File: src/rtl/imm_rotate_encoder_if.sv
// imm_rotate_encoder_if: request/result bundle for the immediate encoder.
interface imm_rotate_encoder_if;
    logic        start;
    logic [31:0] value;
    logic        busy;
    logic        done;
    logic        valid;
    logic        negated;
    logic [11:0] shift_operand;
    modport master (output start, value, input busy, done, valid, negated, shift_operand);
    modport slave (input start, value, output busy, done, valid, negated, shift_operand);
endinterface

File: src/rtl/imm_rotate_encoder.sv
// imm_rotate_encoder: iterative search for the smallest even rotation encoding a 32-bit constant.
// Define IMM_ENC_NEG_EN to also accept ~value (MVN form), reported on negated.
module imm_rotate_encoder (
    input logic clk,
    input logic rst,
    imm_rotate_encoder_if.slave bus
);
    typedef enum logic {IDLE, SEARCH} state_t;
    state_t      state_q, state_d;
    logic [31:0] val_q, val_d, t;
    logic [3:0]  rot_q, rot_d;
    logic        done_q, done_d, valid_q, valid_d, neg_q, neg_d;
    logic [11:0] so_q, so_d;
    logic [63:0] t_dbl;
    logic        hit, hit_neg;
    logic [7:0]  imm;
    assign t_dbl = {val_q, val_q} << {rot_q, 1'b0};
    assign t = t_dbl[63:32];
`ifdef IMM_ENC_NEG_EN
    logic [63:0] u_dbl;
    logic [31:0] u;
    assign u_dbl = {~val_q, ~val_q} << {rot_q, 1'b0};
    assign u = u_dbl[63:32];
    // t wins over u at the same rotation so MOV is preferred to MVN
    assign hit = t[31:8] == 24'd0 || u[31:8] == 24'd0;
    assign hit_neg = t[31:8] != 24'd0;
    assign imm = hit_neg ? u[7:0] : t[7:0];
`else
    assign hit = t[31:8] == 24'd0;
    assign hit_neg = 1'b0;
    assign imm = t[7:0];
`endif
    always_comb begin
        state_d = state_q;
        val_d = val_q;
        rot_d = rot_q;
        done_d = 1'b0;
        valid_d = valid_q;
        neg_d = neg_q;
        so_d = so_q;
        if (state_q == IDLE) begin
            if (bus.start) begin
                state_d = SEARCH;
                val_d = bus.value;
                rot_d = 4'd0;
            end
        end else if (hit) begin
            state_d = IDLE;
            done_d = 1'b1;
            valid_d = 1'b1;
            neg_d = hit_neg;
            so_d = {rot_q, imm};
        end else if (rot_q == 4'd15) begin
            state_d = IDLE;
            done_d = 1'b1;
            valid_d = 1'b0;
            neg_d = 1'b0;
            so_d = 12'h000;
        end else begin
            rot_d = rot_q + 4'd1;
        end
    end
    always_ff @(posedge clk or posedge rst) begin
        if (rst) begin
            state_q <= IDLE;
            val_q <= 32'd0;
            rot_q <= 4'd0;
            done_q <= 1'b0;
            valid_q <= 1'b0;
            neg_q <= 1'b0;
            so_q <= 12'h000;
        end else begin
            state_q <= state_d;
            val_q <= val_d;
            rot_q <= rot_d;
            done_q <= done_d;
            valid_q <= valid_d;
            neg_q <= neg_d;
            so_q <= so_d;
        end
    end
    assign bus.busy = state_q == SEARCH;
    assign bus.done = done_q;
    assign bus.valid = valid_q;
    assign bus.negated = neg_q;
    assign bus.shift_operand = so_q;
endmodule
File: src/flat_wrapper.sv
// flat-port wrapper written by rule: the top's interface ports become plain ports
module imm_rotate_encoder_flat 
  (clk, rst, bus_start, bus_value, bus_busy, bus_done, bus_valid, bus_negated, bus_shift_operand);
  imm_rotate_encoder_if bus_i ();
  input logic clk;
  input logic rst;
  input wire logic [$bits(bus_i.start)-1:0] bus_start;
  input wire logic [$bits(bus_i.value)-1:0] bus_value;
  output wire logic [$bits(bus_i.busy)-1:0] bus_busy;
  output wire logic [$bits(bus_i.done)-1:0] bus_done;
  output wire logic [$bits(bus_i.valid)-1:0] bus_valid;
  output wire logic [$bits(bus_i.negated)-1:0] bus_negated;
  output wire logic [$bits(bus_i.shift_operand)-1:0] bus_shift_operand;
  assign bus_i.start = bus_start;
  assign bus_i.value = bus_value;
  assign bus_busy = bus_i.busy;
  assign bus_done = bus_i.done;
  assign bus_valid = bus_i.valid;
  assign bus_negated = bus_i.negated;
  assign bus_shift_operand = bus_i.shift_operand;
  imm_rotate_encoder u_core (.clk(clk), .rst(rst), .bus(bus_i));
endmodule
File: config.mk
export PLATFORM = sky130hd
export DESIGN_NAME = imm_rotate_encoder_flat
export DESIGN_NICKNAME = d
export VERILOG_FILES = /design/src/rtl/imm_rotate_encoder_if.sv /design/src/rtl/imm_rotate_encoder.sv /design/src/flat_wrapper.sv
export SDC_FILE = /design/constraint.sdc
export NUM_CORES = 1
export LEC_CHECK = 0
export CAP_MARGIN = 25
export CORE_ASPECT_RATIO = 1.75
export CORE_UTILIZATION = 35
export DETAILED_ROUTE_END_ITERATION = 7
export HOLD_SLACK_MARGIN = 0.15
export SLEW_MARGIN = 20
export SYNTH_ARGS = -nofsm -noshare
export SYNTH_HDL_FRONTEND = slang
export SYNTH_SLANG_ARGS = --single-unit
File: constraint.sdc
create_clock -name clk -period 3.4 [get_ports clk]
set_input_delay 0.68 -clock clk [delete_from_list [all_inputs] [get_ports clk]]
set_output_delay 0.68 -clock clk [all_outputs]
set_load 0.01 [all_outputs]
==> out/qor.yml, run 1 <==
timing:
  setup_tns_ns: 0
  hold_viol_final: 0
  timing_max_transition_violations_final: 0
  max_freq_ghz: 0.314
  timing.slew.headroom: 0.370
  finalSetupViolations: 0
  grt_setup_unrepaired: "false"
  fin_ws_ns: 0.213
  period_share: 0.937
  skew_ns: 0.00923
  worst-slew-pin-transition_ns: 0.941
  timing.final.crit_period_ns: 3.19
worst_setup_path:
  critPathLaunchType: "register"
  crit_path_end_kind: "register"
  r2r_slack_ns: 0.21
  cp_max_fo: 21
  reg2reg_to: "u_core.bus.shift_operand[1]"
  reg2reg_from: "u_core.rot_q[0]"
  arrival_ns: 3.39
  worstPathRequired_ns: 3.61
  r2r_cells: 8
  criticalPathCategory: "register to register"
grt:
  grt_first_pass_wirelength_mm: 16.0
  use_met2: 0.385
  use_met1: 0.188
  grt-busiest-layer: "met2"
  grt_pass1_vias: 3100
  antenna_found_initial: 0
  track_usage: 0.194
  grt_max_degree: 48
  grt_overflow: 0
  grt_use_met3: 0.0179
detailed_routing:
  antenna_left: 0
  drc_errors: 0
  wl_per_cell_um: 18.4
  vias: 3160
  routed_wl_mm: 10.2
  dr.pass1.iters: 4
  via_per_inst: 5.70
  drtIter0Drc: 180
status:
  outcome: "complete, no violations"
floorplanning:
  dieHeight_um: 138
  initial_core_util: 0.360
  core_mm2: 0.0102
  die-area_mm2: 0.0110
  io-pin-count: 51
  rows: 49
  die_w_um: 79.6
place:
  placed_area_mm2: 0.00432
  io_buffers: 49
  placed_cells: 546
  dp_hpwl_mm: 7.91
  place_ws_ns: 0.103
  gp_congestion: 0.954
clock_network:
  insertion_delay_ns: 0.30
  htreeDepth: 2
  clk_pin_slew_ns: 0.07
  clock_path_buffers: 2
  cts_tree: "yes"
  clock-root-buffer: "clkbuf_16"
  cts_sinks: 51
  cts_hold_buf: 0
  cts_buffers: 5
  post_cts_buffers: 0
final_layout:
  synthToLayoutAreaGrowth_pct: 21.8
  final_cell_mix: "nand2_1 (138), dfrtp_1 (50), clkdlybuf4s50_1 (49)"
  final_cell_area_mm2: 0.00449
  n_antenna_cell: 0
  fillers: 1009
  seqCellArea_mm2: 0.00128
  drive_above_1_share: 0.162
  layout.nets: 462
  multiInputGateArea_mm2: 0.00220
  instances_no_fill: 554
  final_util: 0.438
  final_common_cell: "nand2_1"
yosys:
  yosys_warnings: 0
  synth.ff_latch_count: 51
  netlist_area_mm2: 0.00369
  syn_inst: 389
  synth_fp_nets: 425
  ys_seq_area_frac: 0.346
  syn_avg_cell_area_um2: 9.48
  synth_cell_types: 45
pwr:
  power_density_mw_per_mm2: 1060
  peakVddDrop_mv: 0.345
  p_leak_nw: 1.92
min_path:
  min_from: "u_core.bus.valid"
  min_path_type: "register to register"
  worstHoldEndpoint: "u_core.bus.valid"
  min_path_cells: 1
job:
  maxCapViolations: 0
[per-stage QoR]
step	power (W)	hold WS [ns]
2_1_floorplan	0.00334	0.504
3_3_place_gp	0.00416	0.491
3_5_place_dp	0.00419	0.528
4_1_cts	0.00478	0.544
5_1_grt	0.00511	0.563
6_report	0.00477	0.526
[flip-flops by register name (all words and copies together) (netlist names)]
register and flops:
u_core.val_q 32, u_core.bus.shift_operand 12, u_core.bus.valid 1, u_core.rot_q 4
u_core.bus.busy 1, u_core.bus.done 1
[what timing repair did]
item                                    in CTS  in global routing
endpoints found under the hold margin        0                  0
resized for setup                            0                  1
endpoints found under the setup margin       0                  2
[worst max-delay path by stage]
stage                               start                          end  slack (ns)
after floorplan           u_core.rot_q[2]  u_core.bus.shift_operand[8]        0.68
after global placement    u_core.rot_q[0]              u_core.rot_q[1]        0.15
after detailed placement  u_core.rot_q[0]              u_core.rot_q[2]        0.10
after CTS                 u_core.rot_q[0]              u_core.rot_q[2]        0.06
after global routing      u_core.rot_q[0]  u_core.bus.shift_operand[5]        0.05
final                     u_core.rot_q[0]  u_core.bus.shift_operand[1]        0.21
[per-layer routing]
layer	wire length (um)	vias up
met4	424	0
met2	5880	104
met1	3470	1539
li1	-	1496
met3	406	21
met5	0	-
[cell usage after synthesis, drive strengths merged]
library cell,count,area [um2]
nor4b,8,70.1
nor2b,1,6.26
and2,1,6.26
nand3,4,20.0
conb,1,3.75
mux4,37,833
a22o,1,8.76
nor4bb,3,30.0
o32ai,1,8.76
o2111ai,2,17.5
o21a,2,15.0
a31oi,4,25.0
o22ai,1,12.5
or4,13,97.6
nor2,7,26.3
dfrtp,51,1280
a21bo,1,10.0
clkbuf,19,71.3
nor4,11,75.1
and3,1,6.26
ha,1,12.5
o211ai,4,30.0
o221a,1,11.3
nor3,8,45.0
o221ai,12,105
nand4,4,25.0
mux2i,5,50.1
nand2,138,518
or3,2,12.5
o31ai,2,20.0
nand2b,1,6.26
inv,16,60.1
o21ai,5,25.0
a21oi,1,5.00
a31o,1,8.76
buf,15,88.8
o211a,2,20.0
mux2,2,22.5
[cell type report]
| type | count | area share |
|---|---|---|
| clock buffers | 7 | 0.0296 |
| clock inverters | 1 | 0.00669 |
| inverters | 16 | 0.0134 |
| multi-input cells | 288 | 0.490 |
| flip-flops and latches | 51 | 0.285 |
| well taps | 127 | 0.0354 |
| repair buffers | 64 | 0.140 |
[critical path, cell delays in order, from the launching register on]
cell      delay [ns]
dfrtp_2         0.52
buf_12          0.21
mux4_2          0.57
or3_1           0.38
o22ai_2         0.26
o211ai_1        0.18
and2_1          0.32
or4_1           0.56
o221ai_1        0.08
[cell families (layout without fill, tap and decap cells)]
kind of cell,after synthesis,in the layout,share of synthesized area
AND/OR/NAND/NOR,202,202,0.256
flip-flops,51,51,0.346
buffers and inverters,50,88,0.0597
multiplexers,44,44,0.246
AO/OA/AOI/OAI,40,40,0.0876
adder cells (fa/ha/maj),1,1,0.00339
other,1,1,0.00102
[power breakdown]
part | switching [W] | internal [W] | total, W
Combinational | 0.00137 | 0.00145 | 0.00282
Clock | 0.000224 | 0.000348 | 0.000573
Sequential | 0.000487 | 0.000886 | 0.00137
(Power assumes the default switching activity.)
==> run 2, diff against run 1 <==
--- a/config.mk
+++ b/config.mk
@@ -10,6 +10,7 @@
 export CORE_UTILIZATION = 35
 export DETAILED_ROUTE_END_ITERATION = 7
 export HOLD_SLACK_MARGIN = 0.15
+export REMOVE_ABC_BUFFERS = 1
 export SLEW_MARGIN = 20
 export SYNTH_ARGS = -nofsm -noshare
 export SYNTH_HDL_FRONTEND = slang
==> out/qor.yml, run 2 (synthesized netlist as in run 1, its figures left out) <==
worst_setup_path:
  crit_chain: "buf_12 > mux4_2 > or3_1 > o22ai_2 > o211ai_1 > and2_1 > or4_1 > o221ai_1"
  criticalPathCategory: "register to register"
  worstPathRequired_ns: 3.60  # about the same
  slowest_stage: "mux4_2"
  critical_path.top_delay_family: "simple AND/OR/NAND/NOR gates"
  cp_max_fo: 29  # +38%
  critPathLaunchType: "register"
  r2r_slack_ns: 0.35  # +0.14 ns
  arrival_ns: 3.25  # -0.14 ns
  crit_path_end_kind: "register"
  slowest_delay_ns: 0.56  # about the same
  path_buf_inv: 1  # unchanged
final_layout:
  drive_above_1_share: 0.160  # -0.00197
  final_util: 0.436  # -0.00257
  largest_reg_flops: 32  # unchanged
  final_cell_mix: "nand2_1 (138), dfrtp_1 (50), clkdlybuf4s50_1 (49)"
  layout.nets: 462  # unchanged
  synthToLayoutAreaGrowth_pct: 21.0
  final_common_cell: "nand2_1"
  n_antenna_cell: 0  # unchanged
  top_register: "u_core.val_q"
  final_cell_area_mm2: 0.00446  # -0.59%
place:
  gp_congestion: 0.927  # -2.8%
  placed_area_mm2: 0.00433  # +0.29%
  place_ws_ns: 0.356  # +0.253 ns
  dp_hpwl_mm: 7.69  # -2.7%
  io_buffers: 49  # unchanged
job:
  maxCapViolations: 0  # unchanged
timing:
  timing_max_transition_violations_final: 0  # unchanged
  worst-slew-pin-transition_ns: 0.967  # +0.0257 ns
  hold_viol_final: 0  # unchanged
  fin_ws_ns: 0.350  # +0.137 ns
  period_share: 0.897  # -0.0403
  skew_ns: 0.00379  # -0.00544 ns
  max_freq_ghz: 0.328  # +4.5%
  timing.slew.headroom: 0.352  # -0.0172
  finalSetupViolations: 0  # unchanged
  timing.final.crit_period_ns: 3.05  # -0.137 ns
  grt_setup_unrepaired: "false"
grt:
  grt_use_met3: 0.0238  # +0.00596
  antenna_found_initial: 0  # unchanged
  grt_overflow: 0  # unchanged
  grt_first_pass_wirelength_mm: 16.7  # +4.3%
  use_met2: 0.357  # -0.0280
  grt-busiest-layer: "met2"
  use_met1: 0.231  # +0.0433
  grt_pass1_vias: 3093  # -0.23%
  track_usage: 0.202  # +0.00795
  grt_max_degree: 48  # unchanged
floorplanning:
  die_w_um: 79.6  # unchanged
  core_mm2: 0.0102  # unchanged
  dieHeight_um: 138  # unchanged
  initial_core_util: 0.360  # unchanged
  die-area_mm2: 0.0110  # unchanged
  rows: 49  # unchanged
  io-pin-count: 51  # unchanged
clock_network:
  clock_path_buffers: 2  # unchanged
  clock-root-buffer: "clkbuf_16"
  cts_buffers: 5  # unchanged
  clk_pin_slew_ns: 0.06  # about the same
  cts_sinks: 51  # unchanged
  cts_hold_buf: 0  # unchanged
  htreeDepth: 2  # unchanged
  cts_tree: "yes"
  insertion_delay_ns: 0.29  # about the same
  post_cts_buffers: 0  # unchanged
  cts_resized: 0  # unchanged
pwr:
  clockPowerShare: 0.101  # -0.019
  peakVddDrop_mv: 0.559  # +62%
  power_density_mw_per_mm2: 1060  # -0.42%
  netSwitchingFraction: 0.442  # +0.00521
  p_int_w: 0.00263  # -1.9%
  p_switching_w: 0.00209  # +0.17%
  p_leak_nw: 1.91  # -0.56%
  power_frac_comb: 0.603  # +0.011
  seq_power_share: 0.296  # +0.008
detailed_routing:
  via_per_inst: 5.71  # +0.12%
  vias: 3158  # -0.063%
  antenna_left: 0  # unchanged
  wl_per_cell_um: 18.4  # +0.23%
  drc_errors: 0  # unchanged
  drtIter0Drc: 163  # -9.4%
  dr.pass1.iters: 4  # unchanged
  routed_wl_mm: 10.2  # about the same
min_path:
  min_path_type: "register to register"
status:
  outcome: "complete, no violations"
==> run 2: through the flow <==
step	setup TNS (ns)	power (W)	std cells	hold slack (ns)
final	0	0.00472	553	0.516
after global routing	0	0.00506	553	0.558
after CTS	0	0.00473	553	0.521
after detailed placement	0	0.00424	546	0.501
after global placement	0	0.00422	546	0.500
after floorplan	-10.20	0.00323	355	0.504
==> run 2: cell type report <==
type	count	area, um2
sequential	51	1280
timing repair buffer	64	641
inverter	16	60.1
multi-input combinational	288	2190
fill	1013	5780
clock buffer	7	133
tap	127	159
==> run 2: worst paths after layout <==
| kind | startpoint | to | depth (start not counted) |
|---|---|---|---|
| hold / removal | u_core.bus.valid | u_core.bus.valid | 1 |
| hold reg to reg | u_core.bus.valid | u_core.bus.valid | 1 |
| min in group asynchronous | rst | u_core.bus.done | 2 |
| setup / recovery | u_core.rot_q[0] | u_core.bus.shift_operand[5] | 8 |
| setup reg to reg | u_core.rot_q[0] | u_core.bus.shift_operand[5] | 8 |
| max in group asynchronous | rst | u_core.val_q[24] | 3 |
==> run 2: power by group through the flow <==
stage | sequential (W) | combinational [W] | clock [W]
after floorplan | 0.00143 | 0.00180 | 0
after global placement | 0.00139 | 0.00282 | 0
after detailed placement | 0.00140 | 0.00284 | 0
after global routing | 0.00144 | 0.00311 | 0.000512
final | 0.00140 | 0.00284 | 0.000479
after CTS | 0.00139 | 0.00285 | 0.000495
==> run 2: routing by layer <==
layer  vias up  routed length, um
met3        22                353
met1      1547               3820
li1       1498                  -
met5         -                  0
met2        91               5530
met4         0                480
==> run 3, diff against run 2 <==
--- a/config.mk
+++ b/config.mk
@@ -10,6 +10,7 @@
 export CORE_UTILIZATION = 35
 export DETAILED_ROUTE_END_ITERATION = 7
 export HOLD_SLACK_MARGIN = 0.15
+export MAX_ROUTING_LAYER = met4
 export REMOVE_ABC_BUFFERS = 1
 export SLEW_MARGIN = 20
 export SYNTH_ARGS = -nofsm -noshare
==> out/qor.yml, run 3 (synthesized netlist as in run 1, its figures left out) <==
worst_setup_path:
  critical_path.top_delay_family: "simple AND/OR/NAND/NOR gates"
  critPathLaunchType: "register"
  slowest_stage: "dfrtp_4"
  cp_max_fo: 22  # -24%
  worstPathRequired_ns: 3.55  # -0.05 ns
  path_buf_inv: 2  # +1
  crit_path_end_kind: "register"
  slowest_delay_ns: 0.61  # +0.05 ns
  arrival_ns: 3.25  # about the same
  timing.critical_path.mode_cell: "buf_4"
  criticalPathCategory: "register to register"
  crit_chain: "buf_4 > mux4_2 > or3_1 > o22ai_2 > o211ai_1 > and2_1 > nor3_2 > buf_4 > o221ai_1"
timing:
  period_share: 0.912  # +0.0146
  timing.final.crit_period_ns: 3.10  # +0.0498 ns
  finalSetupViolations: 0  # unchanged
  fin_ws_ns: 0.300  # -0.0498 ns
  setup_tns_ns: 0  # unchanged
  hold_viol_final: 0  # unchanged
  grt_setup_unrepaired: "false"
  max_freq_ghz: 0.323  # -1.6%
  timing_max_transition_violations_final: 0  # unchanged
  skew_ns: 0.00494  # +0.00115 ns
  timing.slew.headroom: 0.393  # +0.0401
  worst-slew-pin-transition_ns: 0.911  # -0.0556 ns
detailed_routing:
  drtIter0Drc: 184  # +13%
  via_per_inst: 5.72  # +0.18%
  routed_wl_mm: 10.4  # +2.3%
  wl_per_cell_um: 18.6  # +1.2%
  vias: 3198  # +1.3%
  dr.pass1.iters: 4  # unchanged
  drc_errors: 0  # unchanged
  antenna_left: 0  # unchanged
pwr:
  p_leak_nw: 1.94  # +1.6%
  peakVddDrop_mv: 0.672  # +20%
  power_density_mw_per_mm2: 1070  # +0.81%
clock_network:
  cts_resized: 0  # unchanged
  clk_pin_slew_ns: 0.07  # about the same
  clock_path_buffers: 2  # unchanged
  post_cts_buffers: 0  # unchanged
  cts_buffers: 5  # unchanged
  insertion_delay_ns: 0.29  # about the same
  htreeDepth: 2  # unchanged
  cts_sinks: 51  # unchanged
  cts_tree: "yes"
  cts_hold_buf: 0  # unchanged
  clock-root-buffer: "clkbuf_16"
grt:
  grt_max_degree: 48  # unchanged
  grt_first_pass_wirelength_mm: 16.7  # about the same
  grt_overflow: 0  # unchanged
  track_usage: 0.210  # +0.00739
  grt_pass1_vias: 3084  # -0.29%
  antenna_found_initial: 0  # unchanged
floorplanning:
  die_w_um: 79.6  # unchanged
  die-area_mm2: 0.0110  # unchanged
  rows: 49  # unchanged
  initial_core_util: 0.360  # unchanged
  io-pin-count: 51  # unchanged
  dieHeight_um: 138  # unchanged
  core_mm2: 0.0102  # unchanged
job:
  maxCapViolations: 0  # unchanged
final_layout:
  layout.nets: 468  # +1.3%
  final_cell_mix: "nand2_1 (138), dfrtp_1 (50), clkdlybuf4s50_1 (49)"
  n_antenna_cell: 0  # unchanged
  largest_reg_flops: 32  # unchanged
  synthToLayoutAreaGrowth_pct: 22.3
  final_util: 0.440  # +0.00452
  drive_above_1_share: 0.174  # +0.0140
  final_common_cell: "nand2_1"
  top_register: "u_core.val_q"
place:
  gp_congestion: 0.938  # +1.2%
  place_ws_ns: 0.234  # -0.122 ns
  io_buffers: 49  # unchanged
  dp_hpwl_mm: 7.94  # +3.2%
status:
  outcome: "complete, no violations"
min_path:
  min_path_type: "register to register"
## run 3: cell types whose count changed in the layout (fill, tap and decap cells not counted)
cell / before / now
buf_12: 3 / 1
dfrtp_2: 1 / 0
buf_2: 0 / 1
bufinv_16: 0 / 1
buf_4: 12 / 19
clkbuf_1: 2 / 1
dfrtp_4: 0 / 1
## run 3: routing by layer
| metal | global-route usage | vias to the layer above | share of wire |
|---|---|---|---|
| li1 | - | 1511 | - |
| met1 | 0.222 | 1563 | 0.36 |
| met2 | 0.385 | 102 | 0.56 |
| met3 | 0.0219 | 22 | 0.041 |
| met4 | 0.0949 | 0 | 0.033 |
| met5 | - | - | 0 |
## run 3: metrics by stage
step	std cells	power (W)	instance area (um2)	hold WS, ns
floorplan	355	0.00323	3530	0.504
global placement	551	0.00421	4340	0.496
detailed placement	551	0.00424	4340	0.519
CTS	558	0.00482	4500	0.538
global route	559	0.00516	4510	0.539
finish	559	0.00481	4510	0.532
## run 3: final cells by class
cell class	instances	area, um2
Sequential cell	51	1280
Fill cell	984	5730
Multi-Input combinational cell	288	2190
Timing Repair Buffer	70	658
Tap cell	127	159
Clock buffer	6	129
Clock inverter	1	30.0
Inverter	16	60.1
## run 3: worst paths after layout
check	start	end	slack (ns)	depth (start not counted)
max	u_core.rot_q[0]	u_core.bus.shift_operand[11]	0.30	9
min	u_core.bus.valid	u_core.bus.valid	0.53	1
max reg2reg	u_core.rot_q[0]	u_core.bus.shift_operand[11]	0.30	9
min reg2reg	u_core.bus.valid	u_core.bus.valid	0.53	1
max in group asynchronous	rst	u_core.rot_q[0]	2.18	3
min in group asynchronous	rst	u_core.val_q[27]	0.60	2
## run 3: power breakdown
group,switching [W],total [W],internal [W]
logic,0.00133,0.00281,0.00147
clock network,0.000216,0.000560,0.000344
registers,0.000553,0.00144,0.000888
total,0.00210,0.00481,0.00271
